### src/rtl/usb_rx_reader.sv
// FT60x 245-sync-FIFO read master: drives usb_oe/usb_rd and buffers {be,data} words into a FWFT fifo.
// Latency 1 (captured at edge N, visible after N); rx_ready low stalls output, reading pauses at free <= RESERVE.

module fifo #(
  parameter int WIDTH  = 36,
  parameter int DEPTH  = 16,
  parameter int ADDR_W = $clog2(DEPTH)
) (
  input  logic              clk_in,
  input  logic              rst_in,
  input  logic              push,
  input  logic [WIDTH-1:0]  din,
  input  logic              pop,
  output logic [WIDTH-1:0]  dout,
  output logic [ADDR_W:0]   count,
  output logic              drop
);
  localparam logic [ADDR_W-1:0] PTR_ONE  = ADDR_W'(1);
  localparam logic [ADDR_W:0]   CNT_ONE  = (ADDR_W+1)'(1);
  localparam logic [ADDR_W:0]   CNT_FULL = (ADDR_W+1)'(DEPTH);

  logic [WIDTH-1:0]  mem [DEPTH];
  logic [ADDR_W-1:0] wptr;
  logic [ADDR_W-1:0] rptr;
  logic              full;
  logic              do_push;
  logic              do_pop;

  // A pop frees the slot in the same cycle, so a full buffer still accepts push+pop.
  assign full    = (count == CNT_FULL);
  assign do_pop  = pop && (count != '0);
  assign do_push = push && (!full || do_pop);
  assign drop    = push && !do_push;
  assign dout    = mem[rptr];

  always_ff @(posedge clk_in) begin
    if (do_push) mem[wptr] <= din;
  end

  always_ff @(posedge clk_in or negedge rst_in) begin
    if (!rst_in) begin
      wptr  <= '0;
      rptr  <= '0;
      count <= '0;
    end else begin
      if (do_push) wptr <= wptr + PTR_ONE;
      if (do_pop)  rptr <= rptr + PTR_ONE;
      case ({do_push, do_pop})
        2'b10:   count <= count + CNT_ONE;
        2'b01:   count <= count - CNT_ONE;
        default: count <= count;
      endcase
    end
  end
endmodule

module usb_rx_reader #(
  parameter int DEPTH   = 16,
  parameter int RESERVE = 2
) (
  input  logic        clk_in,
  input  logic        rst_in,
  input  logic        usb_rxf,
  input  logic [31:0] usb_data_in,
  input  logic [3:0]  usb_be_in,
  output logic        usb_oe,
  output logic        usb_rd,
  input  logic        rx_ready,
  output logic        rx_valid,
  output logic [31:0] rx_data,
  output logic [3:0]  rx_be,
  output logic        overflow,
  output logic [31:0] word_count
);
  localparam int ADDR_W = $clog2(DEPTH);
  localparam logic [ADDR_W:0] CNT_ONE   = (ADDR_W+1)'(1);
  // free > RESERVE  <=>  count < DEPTH-RESERVE
  localparam logic [ADDR_W:0] START_MAX = (ADDR_W+1)'(DEPTH - RESERVE);

  // State bits are {oe, rd, hold} so the strobes come straight off flops.
  typedef enum logic [2:0] {
    IDLE = 3'b000,
    TURN = 3'b100,
    READ = 3'b110,
    HOLD = 3'b101
  } state_t;

  state_t          state;
  state_t          state_nxt;
  logic            capture;
  logic            pop;
  logic            drop;
  logic [ADDR_W:0] count;
  logic [ADDR_W:0] count_after;
  logic [35:0]     head_dat;

  assign capture  = ((state == READ) || (state == HOLD)) && usb_rxf;
  assign rx_valid = (count != '0);
  assign pop      = rx_valid && rx_ready;
  assign {rx_be, rx_data} = head_dat;

  fifo #(.WIDTH(36), .DEPTH(DEPTH), .ADDR_W(ADDR_W)) u_buf (
    .clk_in (clk_in),
    .rst_in (rst_in),
    .push   (capture),
    .din    ({usb_be_in, usb_data_in}),
    .pop    (pop),
    .dout   (head_dat),
    .count  (count),
    .drop   (drop)
  );

  always_comb begin
    count_after = count;
    if (capture && !drop) count_after = count_after + CNT_ONE;
    if (pop)              count_after = count_after - CNT_ONE;
  end

  always_ff @(posedge clk_in or negedge rst_in) begin
    if (!rst_in) state <= IDLE;
    else         state <= state_nxt;
  end

  always_comb begin
    state_nxt = state;
    case (state)
      IDLE:    if (usb_rxf && (count < START_MAX)) state_nxt = TURN;
      TURN:    state_nxt = usb_rxf ? READ : IDLE;
      READ: begin
        if (!usb_rxf)                    state_nxt = IDLE;
        else if (count_after >= START_MAX) state_nxt = HOLD;
      end
      HOLD:    state_nxt = IDLE;
      default: state_nxt = IDLE;
    endcase
  end

  always_comb begin
    usb_oe = state[2];
    usb_rd = state[1];
  end

  always_ff @(posedge clk_in or negedge rst_in) begin
    if (!rst_in) begin
      overflow   <= 1'b0;
      word_count <= '0;
    end else begin
      if (drop)    overflow   <= 1'b1;
      if (capture) word_count <= word_count + 32'd1;
    end
  end
endmodule
### config.mk
export PLATFORM = sky130hd
export DESIGN_NAME = usb_rx_reader
export DESIGN_NICKNAME = d
export VERILOG_FILES = /design/src/rtl/usb_rx_reader.sv
export SDC_FILE = /design/constraint.sdc
export NUM_CORES = 1
export LEC_CHECK = 0
export CORE_MARGIN = 2
export CORE_UTILIZATION = 39
export CTS_CLUSTER_DIAMETER = 50
export DETAILED_ROUTE_END_ITERATION = 12
export PLACE_DENSITY = 0.59
export SLEW_MARGIN = 25
export SYNTH_ARGS = -nofsm -noshare
export SYNTH_HDL_FRONTEND = slang
export SYNTH_SLANG_ARGS = --single-unit
### constraint.sdc
create_clock -name clk_in -period 5.4 [get_ports clk_in]
set_input_delay 1.08 -clock clk_in [delete_from_list [all_inputs] [get_ports clk_in]]
set_output_delay 1.08 -clock clk_in [all_outputs]
set_load 0.03 [all_outputs]
# After elaboration in Yosys (flattened, before gate mapping)
# Memory sizes are Yosys's and may differ from the RTL's.
# Cells that the tools add are included.
totals:
  ff_bits: 49
  ramBits: 576
  input_bits: 40
  output_inout_bits: 72
  wordCells: 49
  mem_count: 1
mem_list:
  columns: ["name", "words", "width", "rd", "rd_ports_with_merged_regs", "wr", "line_no", "source"]
  rows:
  - ["u_buf.mem", 16, 36, 1, 0, 1, "22", "logic [WIDTH-1:0] mem [DEPTH];"]
classes:
  n_addsub: 6
  order_cmp: 2
  eq_ne: 8
  n_mux: 10
  reduce_logical: 16
op_table:
  columns: ["operator", "count"]
  rows:
  - ["adder 32 x 1 -> 32 bit, second input constant", 1]
  - ["2-to-1 mux 3 bit", 4]
  - ["2-to-1 mux 5 bit", 2]
  - ["case mux 5 bit (2 select lines)", 1]
  - ["subtractor 5 x 1 -> 5 bit, second input constant", 2]
  - ["equality test 3 bit, second input constant", 3]
  - ["case mux 3 bit (3 select lines)", 1]
  - ["adder 4 x 1 -> 4 bit, second input constant", 2]
  - ["logical AND 1 bit", 7]
  - ["adder 5 x 1 -> 5 bit, second input constant", 1]
  - ["equality test 5 bit, second input constant", 1]
  - ["greater-or-equal comparator 5 x 4 -> 1 bit, second input constant", 1]
  - ["< comparator 5 x 4 -> 1 bit, second input constant", 1]
  - ["nonzero test 5 bit", 1]
  - ["zero test 1 bit", 3]
  - ["zero test 3 bit", 1]
  - ["inequality test 3 x 2 -> 1 bit, second input constant", 1]
  - ["equality test 2 x 1 -> 1 bit, second input constant", 1]
  - ["equality test 2 bit, second input constant", 1]
  - ["logical OR 1 bit", 2]
  - ["2-to-1 mux 1 bit", 2]
  - ["inequality test 2 bit, second input constant", 1]
  - ["AND reduction 2 bit", 1]
  - ["nonzero test 2 bit", 1]

# Logic depth before layout (Yosys ltp)
# Gate-level depths: netlist of run 1.
depth:
  word_depth: 16
  ltp_mapped: 10
  depth_no_buf: 9

# Hierarchy
# Synthesis of run 1 repeated with hierarchy kept, for this count alone.
unflattened:
  cells_unflattened: 1172
  area_unflattened_um2: 24348.4
by_module_without_submodules:
  columns: ["module", "instances", "cells_each", "area_per_inst_um2", "seq_area_each_um2"]
  rows:
  - ["fifo", 1, 1000, 22472.8, 17621.9]
  - ["usb_rx_reader", 1, 172, 1875.5, 900.9]

# Worst setup path after synthesis of run 1
# No wires, ideal clock.
synth_path:
  path_type: "input-to-reg"
  start: "input port usb_rxf"
  end: "memory u_buf.mem[0][0] (enable)"
  setup_ps: 519
  t_arrival_ps: 5205
  required_ps: 4881
  path_slack_ps: -324
  cell_stages: 6
  n_path_buf: 1
  cell_sequence: "nand2_1 > nor2_2 > and2_1 > buf_2 > inv_2 > nor4_1"
synth_between:
  elab_chain_len: 4
synth_rtl:
  columns: ["element", "line_no", "source"]
  rows:
  - ["start, declared", "63", "input logic usb_rxf,"]
  - ["logical AND 1 bit", "97", "assign capture = ((state == READ) || (state == HOLD)) && usb_rxf;"]
  - ["logical AND 1 bit", "32", "assign do_push = push && (!full || do_pop);"]
  - ["2-to-1 mux 1 bit", "37", "if (do_push) mem[wptr] <= din;"]
  - ["2-to-1 mux 1 bit (not written as such)", "37", null]
  - ["end, declared", "22", null]
# Every way passes these cells.

# Final worst setup path of run 1
layout_path:
  start: "register u_buf.rptr[0]"
  end: "output port rx_data[27]"
layout_between:
  elab_chain_len: 1
layout_rtl:
  columns: ["element", "line_no", "source"]
  rows:
  - ["start, declared", "24", "logic [ADDR_W-1:0] rptr;"]
  - ["start signal, assigned", "47", "if (do_pop) rptr <= rptr + PTR_ONE;"]
  - ["memory read (16 x 36 bit)", null, null]
  - ["end, declared", "70", "output logic [31:0] rx_data,"]
# Every way passes these cells.

==> results of run 1 <==
stage by stage:
step,utilization,hold WS [ns],std cells,TNS (ns)
finish,0.467,0.475,2053,0
global route,0.467,0.506,2053,0
CTS,0.467,0.484,2052,0
detailed placement,0.429,0.464,1922,0
global placement,0.429,0.464,1922,0
floorplan,-,0.512,1037,-46.68
where the power goes:
group	internal, mW	leakage (nW)	switching, mW	total, mW
clock	2.65	1.12	1.99	4.64
sequential	5.40	5.81	0.331	5.73
combinational	2.03	2.26	1.89	3.92
per-layer routing:
| layer | up-vias | track usage | part of all wire |
|---|---|---|---|
| met5 | - | 0 | 0.00025 |
| met4 | 2 | 0.0402 | 0.016 |
| met3 | 67 | 0.0366 | 0.053 |
| met2 | 309 | 0.262 | 0.48 |
| met1 | 5935 | 0.240 | 0.45 |
| li1 | 4715 | - | - |
registers in the layout (all words and copies together), names as in the netlist:
register / count
u_buf.mem: 576
word_count: 32
u_buf.count: 5
u_buf.rptr: 4
u_buf.wptr: 4
state: 3
overflow: 1
final timing paths:
kind                                              end  depth (start not counted)
setup / recovery                          rx_data[27]                          4
hold / removal             word_count[31]$_DFFE_PN0P_                          1
setup reg to reg           u_buf.mem[6][35]$_DFFE_PP_                          8
hold reg to reg            word_count[31]$_DFFE_PN0P_                          1
max in group asynchronous   u_buf.rptr[1]$_DFFE_PN0P_                          2
min in group asynchronous  u_buf.count[4]$_DFFE_PN0P_                          2
worst max-delay path, stage by stage, from the launching register on:
cell	delay, ns
dfrtp_4	0.79
buf_12	0.37
mux4_2	0.55
mux4_2	0.53
clkdlybuf4s50_1	0.62
synthesized netlist by cell type, types with 2 or more instances:
| library cell | number |
|---|---|
| a21oi_1 | 3 |
| and2_1 | 11 |
| and3_1 | 6 |
| and4_1 | 2 |
| buf_1 | 4 |
| buf_2 | 19 |
| buf_4 | 4 |
| clkbuf_1 | 20 |
| dfrtp_1 | 49 |
| edfxtp_1 | 576 |
| ha_1 | 10 |
| inv_1 | 11 |
| mux4_2 | 180 |
| nand2_1 | 21 |
| nand3_1 | 13 |
| nand3b_1 | 2 |
| nand4_1 | 13 |
| nand4b_1 | 3 |
| nor2_1 | 17 |
| nor3_1 | 2 |
| nor3b_1 | 2 |
| nor4_1 | 4 |
| o21ai_0 | 2 |
| xnor2_1 | 31 |
| xor2_1 | 12 |
cell type report:
type,instances,area [sq um]
Tap cell,790,988
Sequential cell,625,18500
Multi-Input combinational cell,353,5340
Clock buffer,82,1870
Timing Repair Buffer,143,1430
Inverter,12,45.0
Clock inverter,48,433
Fill cell,5008,32700
kinds of logic after synthesis:
| group | count (synthesis) |
|---|---|
| flops | 625 |
| mux | 183 |
| simple gates | 104 |
| buf+inv | 59 |
| xor+xnor | 44 |
| compound gates | 12 |
| fa+ha+maj | 10 |
==> flow_summary.ini, run 1 <==
[outcome]
status = finished, final reports clean

[yosys]
yosysWarnings = 0
synthAdderAreaFrac = 0.00520
synth_flop_cell = edfxtp_1
muxShareOfSynthArea = 0.170
avgSynthCellArea_sq_um = 23.2
synth_area_leaders = edfxtp_1, mux4_2, dfrtp_1, xnor2_1, ha_1
yosysTopAreaCell = edfxtp_1
synth.distinct_cells = 45
syn_area_sq_um = 24100
synth-compound-area-share = 0.00343
ys_ff_latch = 625
async_flop_share = 0.0784
synth_top_cell_area_share = 0.719
yosys.area_share.simple = 0.0246
syn-num-nets = 1087
synth_edf_count = 576
synth_top_family_by_area = multiplexers
synth-seq-area-share = 0.770
synthCells = 1037
synth_xor_xnor_area_share = 0.0163

[clock_network]
cts_tree = yes
postCtsResizedCells = 0
clock_latency_ns = 0.62
cts_buffers = 72
htreeDepth = 3
ctsHoldBuffers = 0
postCtsSetupBuffers = 0
path_clk_slew_ns = 0.06
cts_sinks = 625
cts.path.max_buffers = 3
clock-root-buffer = clkbuf_16

[place]
port-buffer-count = 111
place_area_sq_um = 26300
dp_hpwl_um = 26500
post-place-ws_ns = 1.23
gp_congestion = 0.708

[detailed_routing]
viasPerCell = 5.37
drt.antenna.violating_nets = 0
routedWlPerCell_um = 25.3
drt_wl_total_um = 52000
vias = 11000
drtIter0Drc = 853
drt_pre_antenna_iters = 5
drc = 0

[finish]
mostFrequentLayoutCells = edfxtp_1, mux4_2, clkdlybuf4s50_1
design_area_sq_um = 28700
nets = 1257
layout_commonest_cell = edfxtp_1
syn_to_final_growth_pct = 19.1
drive_above_1_share = 0.273
diodes = 0

[die]
die_area_sq_um = 63700
pin_count = 112
fp-row-count = 91
coreArea_sq_um = 61400
dieWidth_um = 252
start_util = 0.392
die-height_um = 252

[pwr]
total_power_mw = 14.3
leakage_nw = 9.20
ir_drop_v = 0.000285
power_density_nw_per_um2 = 499

[timing]
fmax_mhz = 217
setup_viol = 0
slew_headroom = 0.362
hold_viol_final = 0
period_needed_ns = 4.61
finalCritPeriodShare = 0.854
tightest_slew_ns = 0.957
timing.final.ws_setup_ns = 0.787
rsz0062_at_grt = false
slew_viol_final = 0
fin_skew_ns = 0.0273

[setup_path]
path_max_fanout = 40
path_class = flop to primary output
worstPathArrival_ns = 3.53
critPathLaunch = u_buf.rptr[0]$_DFFE_PN0P_
cp.required_ns = 4.32
r2r_setup_slack_ns = 2.25
crit-reg2reg-launch = u_buf.count[0]$_DFFE_PN0P_
startpoint_type = flop
endpoint_kind = primary output

[min_path]
hp-start = word_count[31]$_DFFE_PN0P_
hold_path.class = flop to flop

[global_route]
grt_pass1_vias = 11600
grt_antenna_before_repair = 1
grtUsageTotal = 0.167
grt_pass1_wl_um = 76900
grt_max_degree = 70
grt.overflow.total = 0

[job]
max_cap_violations = 0
No activity file was read; power rests on OpenSTA's default activity.
==> run 2: changes to the inputs <==
--- a/config.mk
+++ b/config.mk
@@ -7,7 +7,6 @@
 export LEC_CHECK = 0
 export CORE_MARGIN = 2
 export CORE_UTILIZATION = 39
-export CTS_CLUSTER_DIAMETER = 50
 export DETAILED_ROUTE_END_ITERATION = 12
 export PLACE_DENSITY = 0.59
 export SLEW_MARGIN = 25
==> run 2 against run 1 <==
Compared with the run above:
- clock power is 3% lower
- sequential share of layout area is 0.27 points higher
- non-clock buffer count stayed put
- critical path depth stayed put
- cell area is 0.42% lower
- register-to-register slack hardly changed
- sequential power hardly changed
- worst setup slack better by 0.017 ns
- die area stayed put
- global-route usage hardly changed
- critical endpoint unchanged
==> flow_summary.ini, run 2 (synthesis gave the netlist of run 1 again) <==
[die]
fp-row-count = 91
die-height_um = 252
pin_count = 112
coreArea_sq_um = 61400
dieWidth_um = 252
start_util = 0.392
die_area_sq_um = 63700

[place]
dp_hpwl_um = 26500
dp.cells = 1922
port-buffer-count = 111
gp_congestion = 0.708
place_area_sq_um = 26300

[outcome]
status = finished, final reports clean

[detailed_routing]
vias = 11100
drt_pre_antenna_iters = 4
drt_wl_total_um = 52100
drt.antenna.violating_nets = 0
viasPerCell = 5.41
drc = 0
drtIter0Drc = 905
routedWlPerCell_um = 25.5

[timing]
rsz0062_at_grt = false
slew_viol_final = 0
hold_viol_final = 0
finalCritPeriodShare = 0.851
fin_tns_setup_ns = 0
setup_viol = 0
tightest_slew_ns = 0.951
hold_slack_ns = 0.476
fin_skew_ns = 0.0298
period_needed_ns = 4.60
slew_headroom = 0.366
fmax_mhz = 218

[clock_network]
ctsHoldBuffers = 0
postCtsSetupBuffers = 0
htreeDepth = 3
clock_latency_ns = 0.60
postCtsResizedCells = 0
cts.path.max_buffers = 3
cts_sinks = 625
path_clk_slew_ns = 0.06
cts_tree = yes
clock-root-buffer = clkbuf_16
cts_buffers = 67

[setup_path]
r2r_setup_slack_ns = 2.24
cp.required_ns = 4.32
path_max_fanout = 40
startpoint_type = flop
endpoint_kind = primary output
worstPathArrival_ns = 3.52
path_class = flop to primary output

[finish]
fillers = 5021
instances_no_fill = 2045
mostFrequentLayoutCells = edfxtp_1, mux4_2, clkdlybuf4s50_1
drive_above_1_share = 0.268
regMostFlops = u_buf.mem
layout_commonest_cell = edfxtp_1
top_regs = u_buf.mem: 576 flops, word_count: 32 flops, u_buf.count: 5 flops
diodes = 0
largest_register_ffs = 576
design_area_sq_um = 28500
nets = 1252
syn_to_final_growth_pct = 18.6

[global_route]
grt_max_degree = 70
grtUsageTotal = 0.167
grt_antenna_before_repair = 1
grt_pass1_vias = 11600
grt_pass1_wl_um = 77000
grt.overflow.total = 0

[pwr]
leakage_nw = 9.13
ir_drop_v = 0.000270
power_density_nw_per_um2 = 497
total_power_mw = 14.2

[job]
max_cap_violations = 0

[min_path]
hold_path.class = flop to flop
==> run 2: power breakdown <==
group          total (mW)  leakage (nW)  internal [mW]  switching (mW)
combinational        3.92          2.26           2.03            1.89
clock                4.52          1.06           2.67            1.85
sequential           5.73          5.81           5.40           0.333
==> run 2: worst paths after layout <==
kind | startpoint | end | cells after the start
worst max-delay path | u_buf.rptr[0]$_DFFE_PN0P_ | rx_data[27] | 4
worst min-delay path | word_count[31]$_DFFE_PN0P_ | word_count[31]$_DFFE_PN0P_ | 1
worst max register to register | u_buf.count[0]$_DFFE_PN0P_ | u_buf.mem[6][35]$_DFFE_PP_ | 8
worst min register to register | word_count[31]$_DFFE_PN0P_ | word_count[31]$_DFFE_PN0P_ | 1
max in group asynchronous | rst_in | u_buf.rptr[2]$_DFFE_PN0P_ | 2
min in group asynchronous | rst_in | u_buf.count[4]$_DFFE_PN0P_ | 2
==> run 2: per-layer routing <==
metal	share of wire	track usage	vias up
met5	0.00025	0	-
met4	0.018	0.0499	2
met3	0.054	0.0305	71
met2	0.48	0.264	318
met1	0.45	0.240	5975
li1	-	-	4707
==> run 2: critical path, cell delays in order, from the launching register on <==
cell	delay (ns)
dfrtp_4	0.79
buf_12	0.38
mux4_2	0.56
mux4_2	0.54
clkdlybuf4s50_1	0.62
==> run 2: final cells by class <==
class / count / area [sq um] / share of cell area
Tap cell: 790 / 988 / 0.0346
Inverter: 12 / 45.0 / 0.00158
Timing Repair Buffer: 143 / 1430 / 0.0503
Clock buffer: 82 / 1800 / 0.0630
Sequential cell: 625 / 18500 / 0.650
Multi-Input combinational cell: 353 / 5340 / 0.187
Clock inverter: 40 / 387 / 0.0136
==> run 2: through the flow <==
stage	util	setup WS, ns
after floorplan	-	-0.324
after global placement	0.429	1.32
after detailed placement	0.429	1.23
after CTS	0.465	0.693
after global routing	0.465	0.625
final	0.465	0.803
